## src/rtl/sipo_collect.sv

```systemverilog
// sipo_collect: serial-in parallel-out word collector.
//
// Accepts m-bit words over a valid/ready handshake and assembles n/m of them
// into one n-bit block, MSB-first: the first word accepted lands in
// out_data[n-1:n-m] and the last word in out_data[m-1:0]. The complete block is
// offered downstream over a second valid/ready handshake.
//
// Ports:
//   clk        rising-edge clock
//   rst        asynchronous active-high reset
//   clr        synchronous clear, discards any partial or complete block
//   in_valid   in_data holds a word
//   in_ready   collector can take a word this cycle (only combinational output)
//   in_data    input word, m bits
//   out_valid  out_data holds a complete block
//   out_ready  consumer takes the block this cycle
//   out_data   assembled block, n bits
//   count      number of words currently held, 0..n/m
//   ovf        (only with SIPO_COLLECT_OVF_EN) sticky flag: the source changed
//              in_data after being stalled, cleared by rst or clr
//
// Optional feature macro: SIPO_COLLECT_OVF_EN

module sipo_collect #(
  parameter int n = 1344,
  parameter int m = 64
) (
  input  logic                        clk,
  input  logic                        rst,
  input  logic                        clr,
  input  logic                        in_valid,
  output logic                        in_ready,
  input  logic [m-1:0]                in_data,
  output logic                        out_valid,
  input  logic                        out_ready,
  output logic [n-1:0]                out_data,
  output logic [$clog2(n/m+1)-1:0]    count
`ifdef SIPO_COLLECT_OVF_EN
  ,
  output logic                        ovf
`endif
);

  localparam int W   = n / m;
  localparam int CW  = $clog2(W + 1);
  localparam bit ONE = (W == 1);

  typedef enum logic {
    COLLECT,
    FULL
  } state_t;

  state_t          state;
  logic [n-1:0]    sreg;
  logic [n-1:0]    shifted;
  logic [CW-1:0]   cnt;
  logic            accept;
  logic            consume;

  generate
    if (n % m != 0) begin : g_bad_width
      $error("sipo_collect: n (%0d) must be an integer multiple of m (%0d)", n, m);
    end

    // With a single word per block there is nothing to shift; the slice
    // below would be empty, so it is only elaborated for W > 1.
    if (W == 1) begin : g_one_word
      assign shifted = in_data;
    end else begin : g_multi_word
      assign shifted = {sreg[n-m-1:0], in_data};
    end
  endgenerate

  // In FULL the input is only free when the block leaves on this same edge.
  assign in_ready = (state == COLLECT) | out_ready;
  assign accept   = in_valid & in_ready;
  assign consume  = out_valid & out_ready;

  assign out_data = sreg;
  assign count    = cnt;

  always_ff @(posedge clk or posedge rst) begin
    if (rst) begin
      state     <= COLLECT;
      out_valid <= 1'b0;
      sreg      <= '0;
      cnt       <= '0;
    end else if (clr) begin
      state     <= COLLECT;
      out_valid <= 1'b0;
      sreg      <= '0;
      cnt       <= '0;
    end else begin
      if (accept) begin
        sreg <= shifted;
      end
      case (state)
        COLLECT: begin
          if (accept) begin
            cnt <= cnt + 1'b1;
            if (cnt == CW'(W - 1)) begin
              state     <= FULL;
              out_valid <= 1'b1;
            end
          end
        end
        FULL: begin
          if (consume) begin
            if (accept) begin
              // Old block leaves while the first word of the next one
              // arrives; a one-word block is immediately full again.
              cnt <= CW'(1);
              if (ONE) begin
                state     <= FULL;
                out_valid <= 1'b1;
              end else begin
                state     <= COLLECT;
                out_valid <= 1'b0;
              end
            end else begin
              cnt       <= '0;
              state     <= COLLECT;
              out_valid <= 1'b0;
            end
          end
        end
        default: begin
          state     <= COLLECT;
          out_valid <= 1'b0;
        end
      endcase
    end
  end

`ifdef SIPO_COLLECT_OVF_EN
  // A stalled source must hold its word; remember the stalled word and flag
  // any change seen on the following cycle while valid is still asserted.
  logic          stall_q;
  logic [m-1:0]  data_q;

  always_ff @(posedge clk or posedge rst) begin
    if (rst) begin
      ovf     <= 1'b0;
      stall_q <= 1'b0;
      data_q  <= '0;
    end else if (clr) begin
      ovf     <= 1'b0;
      stall_q <= 1'b0;
      data_q  <= in_data;
    end else begin
      if (stall_q && in_valid && (in_data != data_q)) begin
        ovf <= 1'b1;
      end
      stall_q <= in_valid & ~in_ready;
      data_q  <= in_data;
    end
  end
`endif

endmodule

```

## config.mk

```make
export PLATFORM = sky130hd
export DESIGN_NAME = sipo_collect
export DESIGN_NICKNAME = d
export VERILOG_FILES = /design/src/rtl/sipo_collect.sv
export SDC_FILE = /design/constraint.sdc
export NUM_CORES = 2
export LEC_CHECK = 0
export ABC_AREA = 1
export CELL_PAD_IN_SITES_DETAIL_PLACEMENT = 2
export CELL_PAD_IN_SITES_GLOBAL_PLACEMENT = 2
export CORE_AREA = 2 2 560 562
export DETAILED_ROUTE_END_ITERATION = 10
export DIE_AREA = 0 0 562 564
export PLACE_DENSITY_LB_ADDON = 0.1
export SLEW_MARGIN = 40
export SYNTH_ARGS = -nofsm -noshare
export SYNTH_HDL_FRONTEND = slang
export SYNTH_SLANG_ARGS = --single-unit
export TNS_END_PERCENT = 5
```

## constraint.sdc

```tcl
create_clock -name clk -period 100.1 [get_ports clk]
set_clock_uncertainty 0.15 [all_clocks]
set_input_delay 10.01 -clock clk [delete_from_list [all_inputs] [get_ports clk]]
set_output_delay 10.01 -clock clk [all_outputs]
set_load 0.005 [all_outputs]
```

==> impl_metrics.ini <==
[logic_synthesis]
synth_cell_types = 20
synth_seq_cells = 1351
ys_warn_count = 0
seq_area_frac_synth_pct = 61.5
netlist_area_um2 = 55000
syn-num-nets = 5960
syn_area_per_cell_um2 = 9.33
synthCells = 5889

[critical_path]
crit_end = in_ready
crit_start = out_ready
worst_ep_required_time_ns = 89.94
reg2reg_from = state
setup.worst_path.class = in2out
endpoint_kind = primary output
critPathLaunchType = input pin
worstPathMaxFanout = 2
r2r_slack_ns = 95.21
reg2reg_depth = 10
cp_data_arrival_time_ns = 11.24
reg2reg_to = out_data[873]

[floorplanning]
core_um2 = 311000
initial_core_util_pct = 17.7
chipWidth_um = 562
core.rowCount = 205
die_area_um2 = 317000
ioPinCount = 1420
dieHeight_um = 564

[sta]
setup_ws_ns = 78.70
fin_crit_sh_pct = 21.4
finalSetupTns_ns = 0
setup_violations = 0
relSlewSlack_pct = 46.2
hold_viol = 0
worst_pin_slew_ns = 0.808
fmax_mhz = 46.7
rsz0062_at_grt = false
slew_violations = 0
period_needed_ns = 21.40

[power]
irDropWorstVdd_mv = 0.0126
p_leak_nw = 30.5
p_per_area_nw_per_um2 = 16.4

[status]
status = complete, no violations

[cells_and_area]
fillers = 34800
area_growth_pct = 43.3
seq_area_um2 = 33800
multiInputGateArea_um2 = 17900
final_util_pct = 25.3
fin_nets = 7083
layout-drive-gt1-share_pct = 5.07

[cts]
cts_buffers = 188
cts_hold_buf = 0
clock_latency_ns = 0.86
ctsResizeCount = 0
clockBufferDepth = 4
clkSlewWorstSetupHoldPaths_ns = 0.06
cts_tree = yes
htree_levels = 4
post-cts-setup-buffers = 0
cts-root-buf = clkbuf_16
clock_sinks = 1351

[drt]
route.detailed.wl_per_inst_um = 28.4
vias = 49400
firstDrtPassIters = 5
drc_errors = 0
initialDrtViolationCount = 2931
vias_per_cell = 4.38
drt.antenna.violating_nets = 0
wirelength_um = 321000

[global_route]
grt_pass1_wl_um = 445000
grt_pass1_vias = 53100
antenna_found_initial = 10
grt_overflow_total = 0
grt_max_degree = 184
grt.total_usage_pct = 19.7

[placed_design]
dpl_worst_slack_ns = 78.70
place.detailed.hpwl_um = 241000
io_buffers = 1419
routabilityCongestion = 0.805

[hold_path]
hold_path_startpoint = out_data[506]
hold_path_class = reg2reg

[run]
drv_cap = 0
## power breakdown
| group | internal, mW | switching (mW) | leakage [nW] |
|---|---|---|---|
| clock network | 0.396 | 0.275 | 2.94 |
| registers | 0.549 | 0.00370 | 18.8 |
| logic | 0.0141 | 0.0514 | 8.75 |
## synth_stat cells
master | n | area (um^2)
o21ai_0 | 1102 | 5520
inv_1 | 141 | 529
buf_1 | 19 | 71.3
o22ai_1 | 1 | 6.26
a21boi_0 | 1 | 7.51
buf_6 | 41 | 462
o21ai_1 | 180 | 901
nor2_1 | 6 | 22.5
nand2_1 | 1110 | 4170
ha_1 | 2 | 25.0
clkbuf_1 | 365 | 1370
buf_12 | 1 | 20.0
nand4_1 | 3 | 18.8
o31ai_1 | 64 | 480
inv_2 | 2 | 7.51
buf_4 | 6 | 45.0
dfrtp_1 | 1351 | 33800
nand3_1 | 1351 | 6760
buf_2 | 140 | 701
buf_8 | 3 | 45.0
## worst min path at each step
| stage | end | slack [ns] | cells after the start |
|---|---|---|---|
| floorplan | out_data[1280] | 0.35 | 2 |
| global placement | out_data[1304] | 0.34 | 2 |
| detailed placement | out_data[1329] | 0.35 | 2 |
| CTS | out_data[570] | 0.35 | 2 |
| global route | out_data[638] | 0.38 | 2 |
| finish | out_data[570] | 0.34 | 2 |
## registers in the layout, indices dropped and copies added (netlist names)
signal,cells
state,1
out_valid,1
out_data,1344
count,5
## per-layer routing
layer	GRT usage [%]	vias up	share of wire (%)
met3	8.62	373	10
met2	33.1	1308	48
met5	0	-	0.0040
met1	21.7	25400	37
met4	7.87	2	4.3
li1	-	22400	-
## per-stage QoR
step                instances  hold WS, ns  cell area, um^2  power [mW]
floorplan                5889        0.352            55000       0.603
global placement        11000        0.342            72300       0.629
CTS                     11300        0.354            78500        1.32
finish                  11300        0.341            78800        1.29
global route            11300        0.381            78700        1.35
detailed placement      11000        0.351            72500       0.630
## final cells by class
class                           count  area share (%)
Sequential cell                  1351            42.9
Multi-Input combinational cell   3820            22.8
Timing Repair Buffer             1508            19.4
Clock buffer                      303            7.21
Tap cell                         4140            6.58
Inverter                          143           0.717
Clock inverter                     28           0.432
Antenna cell                        5          0.0159
## critical path, cell delays in order
cell and delay [ns]:
clkdlybuf4s50_1 0.48, inv_1 0.05, nand2_1 0.13, clkdlybuf4s50_1 0.56
## cells by family after synthesis
family	Yosys count	synth area share (%)
compound gates	1348	12.6
buf+inv	718	5.91
simple gates	2470	20.0
flops	1351	61.5
fa+ha+maj	2	0.0455
## placed cells by master, fill, tap and decap left out, types with 3 or more instances in the layout
cell type / n
clkdlybuf4s50_1: 1418
nand3_1: 1351
dfrtp_1: 1351
nand2_1: 1108
o21ai_0: 1102
clkbuf_16: 190
o21ai_1: 180
inv_1: 140
o31ai_1: 64
clkbuf_1: 63
clkbuf_8: 50
buf_6: 42
buf_4: 32
clkinv_2: 12
buf_12: 10
nor2_1: 6
diode_2: 5
buf_16: 5
bufinv_16: 4
nand4_1: 3
clkinvlp_4: 3
Note: power is estimated with default switching activity, not from simulation.
